**src/rtl/sprite_sched_pkg.sv**
```systemverilog
// Shared types and constants for the sprite draw scheduler and the drawSprite engine.
package sprite_sched_pkg;

    typedef enum logic [1:0] {
        ST_IDLE    = 2'd0,
        ST_ISSUE   = 2'd1,
        ST_RELEASE = 2'd2,
        ST_ACK     = 2'd3
    } sched_state_t;

    localparam int X_W      = 8;
    localparam int Y_W      = 7;
    localparam int SPRITE_W = 3;
    localparam int ANIM_W   = 3;
    localparam int SIZE_W   = 5;
    localparam int ID_W     = 3;
    localparam int WDOG_W   = 17;
    localparam int MAX_REQ  = 8;

    // Pixel value the engine treats as "do not draw".
    localparam logic [8:0] TRANSPARENT_COLOUR = 9'b100101110;

    typedef struct packed {
        logic [X_W-1:0]      x;
        logic [Y_W-1:0]      y;
        logic [SPRITE_W-1:0] sprite;
        logic [ANIM_W-1:0]   anim;
        logic [SIZE_W-1:0]   width;
        logic [SIZE_W-1:0]   height;
    } sprite_fields_t;

    function automatic logic is_zero_size(input sprite_fields_t f);
        return (f.width == '0) || (f.height == '0);
    endfunction

endpackage

```
**src/rtl/sprite_draw_scheduler_rr_arbiter.sv**
```systemverilog
// Combinational round-robin pick: first high request at or after Ptr, wrapping.
module rr_arbiter
    import sprite_sched_pkg::*;
#(
    parameter int NUM_REQ = 4
) (
    input  logic [NUM_REQ-1:0] Req,
    input  logic [ID_W-1:0]    Ptr,
    output logic [NUM_REQ-1:0] Grant,
    output logic [ID_W-1:0]    GrantIdx,
    output logic               Any
);

    localparam logic [ID_W:0] N_W = (ID_W+1)'(NUM_REQ);

    logic [MAX_REQ-1:0] w_req_pad;
    logic [NUM_REQ-1:0] w_rot;
    logic [ID_W-1:0]    w_offset;
    logic [ID_W:0]      w_sum;

    assign w_req_pad = MAX_REQ'(Req);

    // w_rot[k] is the request k positions after Ptr.
    genvar gi;
    generate
        for (gi = 0; gi < NUM_REQ; gi++) begin : g_rot
            logic [ID_W:0]   w_pos;
            logic [ID_W-1:0] w_wrapped;
            assign w_pos     = {1'b0, Ptr} + (ID_W+1)'(gi);
            assign w_wrapped = (w_pos >= N_W) ? ID_W'(w_pos - N_W) : ID_W'(w_pos);
            assign w_rot[gi] = w_req_pad[w_wrapped];
        end
    endgenerate

    always_comb begin
        w_offset = '0;
        for (int k = NUM_REQ - 1; k >= 0; k--) begin
            if (w_rot[k]) begin
                w_offset = ID_W'(k);
            end
        end
    end

    assign Any      = |Req;
    assign w_sum    = {1'b0, Ptr} + {1'b0, w_offset};
    assign GrantIdx = (w_sum >= N_W) ? ID_W'(w_sum - N_W) : ID_W'(w_sum);

    always_comb begin
        Grant = '0;
        for (int k = 0; k < NUM_REQ; k++) begin
            Grant[k] = Any && (GrantIdx == ID_W'(k));
        end
    end

endmodule

```
**src/rtl/sprite_draw_scheduler.sv**
```systemverilog
// Shares one drawSprite engine among NUM_REQ requesters: round-robin grant,
// parameter latch, Enable/Done handshake with watchdog, one-cycle Ack.
module sprite_draw_scheduler
    import sprite_sched_pkg::*;
#(
    parameter int NUM_REQ = 4,
    parameter int TIMEOUT = 65535
) (
    input  logic                         Clock,
    input  logic                         Resetn,
    input  logic [NUM_REQ-1:0]           Req,
    input  logic [X_W*NUM_REQ-1:0]       ReqX,
    input  logic [Y_W*NUM_REQ-1:0]       ReqY,
    input  logic [SPRITE_W*NUM_REQ-1:0]  ReqSprite,
    input  logic [ANIM_W*NUM_REQ-1:0]    ReqAnim,
    input  logic [SIZE_W*NUM_REQ-1:0]    ReqWidth,
    input  logic [SIZE_W*NUM_REQ-1:0]    ReqHeight,
    input  logic                         EngDone,
    output logic                         EngEnable,
    output logic [X_W-1:0]               EngX,
    output logic [Y_W-1:0]               EngY,
    output logic [SPRITE_W-1:0]          EngSprite,
    output logic [ANIM_W-1:0]            EngAnim,
    output logic [SIZE_W-1:0]            EngWidth,
    output logic [SIZE_W-1:0]            EngHeight,
    output logic [NUM_REQ-1:0]           Ack,
    output logic [ID_W-1:0]              GrantId,
    output logic                         Busy,
    output logic                         Timeout
);

    sched_state_t       r_state;
    logic [ID_W-1:0]    r_ptr;
    logic [ID_W-1:0]    r_grant_id;
    logic [NUM_REQ-1:0] r_grant;
    logic [NUM_REQ-1:0] r_ack;
    sprite_fields_t     r_fields;
    logic [WDOG_W-1:0]  r_wdog;
    logic               r_eng_enable;
    logic               r_busy;
    logic               r_timeout;

    logic [NUM_REQ-1:0] w_grant;
    logic [ID_W-1:0]    w_grant_idx;
    logic               w_any;
    sprite_fields_t     w_fields [MAX_REQ];
    sprite_fields_t     w_sel;
    logic [WDOG_W-1:0]  w_wdog_next;
    logic [ID_W-1:0]    w_ptr_next;

    rr_arbiter #(.NUM_REQ(NUM_REQ)) u_arb (
        .Req      (Req),
        .Ptr      (r_ptr),
        .Grant    (w_grant),
        .GrantIdx (w_grant_idx),
        .Any      (w_any)
    );

    // Unpack per-requester fields into a fixed 8-entry table so the 3-bit index is always in range.
    genvar gi;
    generate
        for (gi = 0; gi < MAX_REQ; gi++) begin : g_fields
            if (gi < NUM_REQ) begin : g_live
                assign w_fields[gi] = '{
                    x:      ReqX[gi*X_W +: X_W],
                    y:      ReqY[gi*Y_W +: Y_W],
                    sprite: ReqSprite[gi*SPRITE_W +: SPRITE_W],
                    anim:   ReqAnim[gi*ANIM_W +: ANIM_W],
                    width:  ReqWidth[gi*SIZE_W +: SIZE_W],
                    height: ReqHeight[gi*SIZE_W +: SIZE_W]
                };
            end else begin : g_pad
                assign w_fields[gi] = '0;
            end
        end
    endgenerate

    assign w_sel       = w_fields[w_grant_idx];
    assign w_wdog_next = r_wdog + WDOG_W'(1);
    assign w_ptr_next  = (r_grant_id == ID_W'(NUM_REQ - 1)) ? '0 : r_grant_id + ID_W'(1);

    always_ff @(posedge Clock or negedge Resetn) begin
        if (!Resetn) begin
            r_state      <= ST_IDLE;
            r_ptr        <= '0;
            r_grant_id   <= '0;
            r_grant      <= '0;
            r_ack        <= '0;
            r_fields     <= '0;
            r_wdog       <= '0;
            r_eng_enable <= 1'b0;
            r_busy       <= 1'b0;
            r_timeout    <= 1'b0;
        end else begin
            r_ack        <= '0;
            // Enable trails the state by one cycle: rises after grant, falls after Done.
            r_eng_enable <= (r_state == ST_ISSUE);
            case (r_state)
                ST_IDLE: begin
                    if (w_any) begin
                        r_fields   <= w_sel;
                        r_grant_id <= w_grant_idx;
                        r_grant    <= w_grant;
                        r_wdog     <= '0;
                        r_busy     <= 1'b1;
                        r_state    <= is_zero_size(w_sel) ? ST_ACK : ST_ISSUE;
                    end
                end
                ST_ISSUE: begin
                    r_wdog <= w_wdog_next;
                    if (EngDone) begin
                        r_state <= ST_RELEASE;
                    end else if (w_wdog_next == WDOG_W'(TIMEOUT)) begin
                        r_timeout <= 1'b1;
                        r_state   <= ST_RELEASE;
                    end
                end
                ST_RELEASE: begin
                    if (!EngDone) begin
                        r_state <= ST_ACK;
                    end
                end
                ST_ACK: begin
                    r_ack   <= r_grant;
                    r_ptr   <= w_ptr_next;
                    r_wdog  <= '0;
                    r_busy  <= 1'b0;
                    r_state <= ST_IDLE;
                end
                default: r_state <= ST_IDLE;
            endcase
        end
    end

    assign EngEnable = r_eng_enable;
    assign EngX      = r_fields.x;
    assign EngY      = r_fields.y;
    assign EngSprite = r_fields.sprite;
    assign EngAnim   = r_fields.anim;
    assign EngWidth  = r_fields.width;
    assign EngHeight = r_fields.height;
    assign Ack       = r_ack;
    assign GrantId   = r_grant_id;
    assign Busy      = r_busy;
    assign Timeout   = r_timeout;

endmodule

```
**config.mk**
```make
export PLATFORM = sky130hd
export DESIGN_NAME = sprite_draw_scheduler
export DESIGN_NICKNAME = d
export VERILOG_FILES = /design/src/rtl/sprite_sched_pkg.sv /design/src/rtl/sprite_draw_scheduler_rr_arbiter.sv /design/src/rtl/sprite_draw_scheduler.sv
export SDC_FILE = /design/constraint.sdc
export NUM_CORES = 1
export LEC_CHECK = 0
export CAP_MARGIN = 30
export CORE_MARGIN = 3
export CORE_UTILIZATION = 30
export CTS_CLUSTER_SIZE = 10
export DETAILED_ROUTE_END_ITERATION = 16
export PLACE_DENSITY = 0.7
export SKIP_CTS_REPAIR_TIMING = 1
export SLEW_MARGIN = 20
export SYNTH_ARGS = -nofsm -noshare
export SYNTH_HDL_FRONTEND = slang
export SYNTH_HIERARCHICAL = 1
export SYNTH_SLANG_ARGS = --single-unit
```
**constraint.sdc**
```tcl
create_clock -name Clock -period 5.4 [get_ports Clock]
set_clock_uncertainty 0.2 [all_clocks]
set_input_delay 1.08 -clock Clock [delete_from_list [all_inputs] [get_ports Clock]]
set_output_delay 1.08 -clock Clock [all_outputs]
set_load 0.03 [all_outputs]
```
## Word-level counts from Yosys, hierarchy flattened

Cells that the tools add are included.
W data, S select, Z words.

| word-level totals | value |
|---|---|
| register bits after elaboration | 67 |
| bits in latches | 0 |
| memory bits (writable) | 0 |
| bits in read-only memories | 0 |
| input port bits | 131 |
| output and inout port bits | 41 |
| logic and storage cells | 98 |
| memories | 0 |

| operators by class | value |
|---|---|
| add/sub/neg operators | 11 |
| $mul | 0 |
| div/mod/pow operators | 0 |
| magnitude comparators | 10 |
| equal/unequal tests | 11 |
| shift-type cells | 0 |
| mux-type cells | 32 |
| bitwise operators | 2 |
| reductions and logical operators | 17 |

Operators by type and width:

| kind | count |
|---|---|
| $bmux W31 S3 | 1 |
| $mux W31 | 2 |
| $pmux W17 S3 | 1 |
| $mux W2 | 9 |
| $mux W3 | 6 |
| $add A17 B1 Y17 const B | 1 |
| $eq A17 B16 Y1 const B | 1 |
| $mux W17 | 1 |
| $ge A4 B3 Y1 const B | 4 |
| $lt A3 B4 Y1 const B | 4 |
| $sub A3 B3 Y3 const B | 5 |
| $bmux W1 S3 | 4 |
| $logic_not A5 Y1 | 2 |
| $eq A3 B2 Y1 const B | 3 |
| $add A3 B2 Y4 const B | 2 |
| $pmux W2 S4 | 1 |
| $reduce_and A2 Y1 | 3 |
| $reduce_and A3 Y1 | 2 |
| $mux W1 | 5 |
| $add A3 B1 Y4 const B | 1 |
| $add A3 B2 Y4 | 1 |
| $eq A2 B2 Y1 const B | 2 |
| $ge A4 B4 Y1 const B | 1 |
| $logic_and A1 B1 Y1 | 4 |
| 17 further kinds | 17 |

## Logic depth before layout (Yosys ltp)

| depth | value |
|---|---|
| word-level depth | 21 |
| depth in mapped cells | 15 |
| mapped depth without buffers | 13 |

## Cells and area by module

The synthesis kept the hierarchy.

By module, submodules not included:

| module | instances | cells an instance | area an instance (sq um) | seq. area each (sq um) |
|---|---|---|---|---|
| sprite_draw_scheduler | 1 | 316 | 3,847.4 | 1,676.6 |
| rr_arbiter | 1 | 36 | 296.5 | 0.0 |

## Worst setup path after synthesis

Ideal clock, no wire load.

| timing path | value |
|---|---|
| path type | input to register |
| from | input Req[1] |
| to | register r_state[1] |
| library setup time | 79 ps |
| arrival time | 4,213 ps |
| data required time | 5,121 ps |
| slack | 908 ps |
| stages | 12 |
| buffers on the path | 1 |
| cells stage by stage | mux4_1 -> o31a_1 -> a32oi_1 -> o21ai_1 -> ha_1 -> fa_1 -> clkbuf_1 -> mux4_2 -> or4_1 -> o21ai_1 -> o32ai_1 -> mux2i_1 |

| between the ends | value |
|---|---|
| longest elaborated chain between the ends | 18 |
| elaborated cells between the ends (all ways) | 29 |
| classes of those cells | add/sub (2); order compare (1); eq/ne (1); mux (19); bitwise (1); reduce/logical (5) |

RTL lines:

| what | RTL line | text |
|---|---|---|
| start, declared | sprite_draw_scheduler.sv:11 | `input logic [NUM_REQ-1:0] Req,` |
| $bmux W1 S3 | sprite_draw_scheduler_rr_arbiter.sv:31 | `assign w_rot[gi] = w_req_pad[w_wrapped];` |
| $mux W1 (not written as such) | sprite_draw_scheduler_rr_arbiter.sv:31 |  |
| $mux W2 (3 in a row) | sprite_draw_scheduler_rr_arbiter.sv:38 | `if (w_rot[k]) begin` |
| $mux W2 (*) | sprite_draw_scheduler_rr_arbiter.sv:38 |  |
| $add A3 B2 Y4 (*) | sprite_draw_scheduler_rr_arbiter.sv:45 | `assign w_sum = {1'b0, Ptr} + {1'b0, w_offset};` |
| $ge A4 B3 Y1 / $sub A3 B3 Y3 (equally long branches) | sprite_draw_scheduler_rr_arbiter.sv:46 | `assign GrantIdx = (w_sum >= N_W) ? ID_W'(w_sum - N_W) : ID_W'(w_sum);` |
| $mux W3 (*) | sprite_draw_scheduler_rr_arbiter.sv:46 |  |
| net w_grant_idx[1] | sprite_draw_scheduler.sv:44 | `logic [ID_W-1:0] w_grant_idx;` |
| $not A3 Y4 (not written as such) (*) | sprite_draw_scheduler.sv:78 | `assign w_sel = w_fields[w_grant_idx];` |
| $bmux W31 S3 (*) | sprite_draw_scheduler.sv:78 |  |
| $mux W31 (not written as such) (*) (2 in a row) | sprite_draw_scheduler.sv:78 |  |
| $logic_not A5 Y1 | sprite_sched_pkg.sv:33 | `return (f.width == '0) \|\| (f.height == '0);` |
| $logic_or A1 B1 Y1 (*) | sprite_sched_pkg.sv:33 |  |
| $mux W2 (*) | sprite_draw_scheduler.sv:106 | `r_state <= is_zero_size(w_sel) ? ST_ACK : ST_ISSUE;` |
| $mux W2 (*) | sprite_draw_scheduler.sv:100 | `if (w_any) begin` |
| $pmux W2 S4 (*) | sprite_draw_scheduler.sv:98 | `case (r_state)` |
| end signal, assigned | sprite_draw_scheduler.sv:106 |  |
| end, declared | sprite_draw_scheduler.sv:32 | `sched_state_t r_state;` |

Mark *: on every way through the listed nets, which the timed path passes. The rest lies on a longest branch. The select of a mux whose other input is x is not followed.
A chain may end at the register's enable or synchronous reset.

## Final worst setup path

Same ends and word-level chain as after synthesis.

==> metrics.cfg <==
[outcome]
status = complete, no violations

[sta]
slew_headroom = 0.430
finalSetupTns_ps = 0
finalSetupViolCount = 0
min_period_over_period = 0.874
report.final.slew_viol_count = 0
hold_viol = 0
fmax_mhz = 212
tightest_slew_ps = 855
fin_crit_ps = 4720
grt_setup_unrepaired = false

[setup_path]
critical_path_class = input port to register
cp_max_fo = 17
worstSetupStartpointType = input port
rrSetupSlack_ps = 800
end_kind = register
worstReg2RegEnd = r_state[1]$_DFFE_PN0P_
r2r-start = r_ptr[0]$_DFFE_PN0P_
critPathRequiredTime_ps = 5450
critPathArrivalTime_ps = 4770
r2r_cells = 13

[floorplan]
rows = 42
design.core.area_mm2 = 0.0134
die_h_um = 124
die_x_um = 124
ios = 172
start_util = 0.309
dieArea_mm2 = 0.0153

[cts]
cts_made_buffers = 9
htreeDepth = 3
cts_tree = built
clk_pin_slew_ps = 50
cts_root_buf = clkbuf_16
clock-sinks = 67
insertion_delay_ps = 330
clk_path_buf_depth = 2

[placement]
io_buffers = 171
gp_congestion = 0.829
dpl_cell_area_mm2 = 0.00596
dp_hpwl_um = 9530

[synthesis]
netlist.area_leader.share = 0.405
yosys.area.top_type = dfrtp_1
syn_area_mm2 = 0.00414
yosys_warnings = 6
synth_seq_area_share = 0.405
ys_async_sr_fraction = 1.00
syn_nets = 495
ys_ff_latch = 67
synthesis.area_per_instance_um2 = 11.8
syn-instance-count = 352
synth_edf_count = 0
synth_ff_type = dfrtp_1
yosysUniqueCellTypes = 52
synth_area_leaders = dfrtp_1, mux4_2, a22o_1, mux4_1, ha_1

[routing]
highest_layer = met4
drtPass1Iterations = 4
drt_iter0_markers = 112
drcViolationCount = 0
antenna_left = 0
wl_met1_um = 5040
wirelength_um = 12400
wl_per_cell_um = 18.0
num_vias = 3598
viasPerCell = 5.21
dr_wl_met2_um = 6360
wl_met3_um = 830

[hold_path]
min_to = Ack[1]$_DFF_PN0_
hold_depth = 1
hp-class = register to register
holdCritStartpoint = r_grant[1]$_DFFE_PN0P_

[grt]
overflow = 0
grt_first_pass_wirelength_um = 19800
grtUsageTotal = 0.167
antenna_found_initial = 0
grt_pass1_vias = 3865
grt_start_max_net_pins = 68

[cells_and_area]
area_growth_pct = 51.0
stdcell_area_mm2 = 0.00626
diodes = 0
drive_gt1_frac = 0.117
layout_common_cells = clkdlybuf4s50_1, dfrtp_1, a22o_1
layout_commonest_cell = clkdlybuf4s50_1
final_nets = 653
fin_util = 0.467

[power_and_ir_drop]
finalPower_w = 0.00395
peakVddDrop_v = 0.000319
p_per_area_mw_per_mm2 = 631
p_leak_nw = 2.54

[flow_run]
drv_cap = 0

state kept, by name, indices dropped and copies added (netlist names), 2 cells and up:
name and count:
r_grant 4, EngHeight 5, r_wdog 17, EngAnim 3, EngX 8, r_state 2
EngY 7, EngSprite 3, Ack 4, r_ptr 3, EngWidth 5, GrantId 3
through the flow:
stage	hold WS, ps	worst slack, ps	instances
after CTS	293	704	690
after global routing	309	469	690
after global placement	266	435	675
final	290	678	690
after floorplan	253	908	352
after detailed placement	278	360	675
power by group:
| part | internal, W | total, W | switching [W] |
|---|---|---|---|
| registers | 0.000684 | 0.000816 | 0.000133 |
| logic | 0.00130 | 0.00255 | 0.00125 |
| clock network | 0.000379 | 0.000582 | 0.000203 |
critical path, cell delays in order:
cell and delay [ps]:
clkdlybuf4s50_1 460, mux4_1 530, o31a_1 150, a32oi_1 200, o21ai_1 90, ha_2 190, fa_2 780, mux4_2 400
or4_1 530, o21ai_1 130, o32ai_1 90, mux2i_1 130
metal layers:
metal | vias up | GRT usage
met5 | - | 0
met4 | 0 | 0.0533
met3 | 21 | 0.0462
met2 | 123 | 0.284
li1 | 1688 | -
met1 | 1766 | 0.206
cell families (layout without fill, tap and decap cells):
group,Yosys count,count (layout),synth area share
multiplexers,48,48,0.227
AND/OR/NAND/NOR,92,92,0.118
buffers and inverters,41,203,0.0480
adder cells (fa/ha/maj),12,12,0.0380
flip-flops,67,67,0.405
AO/OA/AOI/OAI,92,92,0.164
synth_stat cells, types with 4 or more instances:
library cell and count:
a21oi_1 9, a22o_1 41, and2_1 5, buf_2 7, clkbuf_1 13, dfrtp_1 67, ha_1 11, inv_1 13
mux2_2 11, mux2i_1 4, mux4_1 9, mux4_2 24, nand2_1 22, nand3_1 12, nand4_1 4, nor2_1 14
nor2b_1 5, nor3_1 9, o21ai_0 18, or4_1 4
cell type report:
cell class / count / area (um^2)
fillers: 1255 / 7140
multi-input cells: 244 / 2280
repair buffers: 175 / 1740
clock buffers: 13 / 260
clock inverters: 2 / 35.0
flip-flops and latches: 67 / 1680
inverters: 13 / 48.8
well taps: 176 / 220
worst max path at each step:
stage / start / to / slack [ps] / depth (start not counted)
floorplan: Req[1] / r_state[1]$_DFFE_PN0P_ / 910 / 12
global placement: Req[1] / r_state[1]$_DFFE_PN0P_ / 440 / 12
detailed placement: Req[1] / r_state[1]$_DFFE_PN0P_ / 360 / 12
CTS: Req[1] / r_state[1]$_DFFE_PN0P_ / 700 / 12
global route: Req[1] / r_state[1]$_DFFE_PN0P_ / 470 / 12
finish: Req[1] / r_state[1]$_DFFE_PN0P_ / 680 / 12
(Power assumes the default switching activity.)
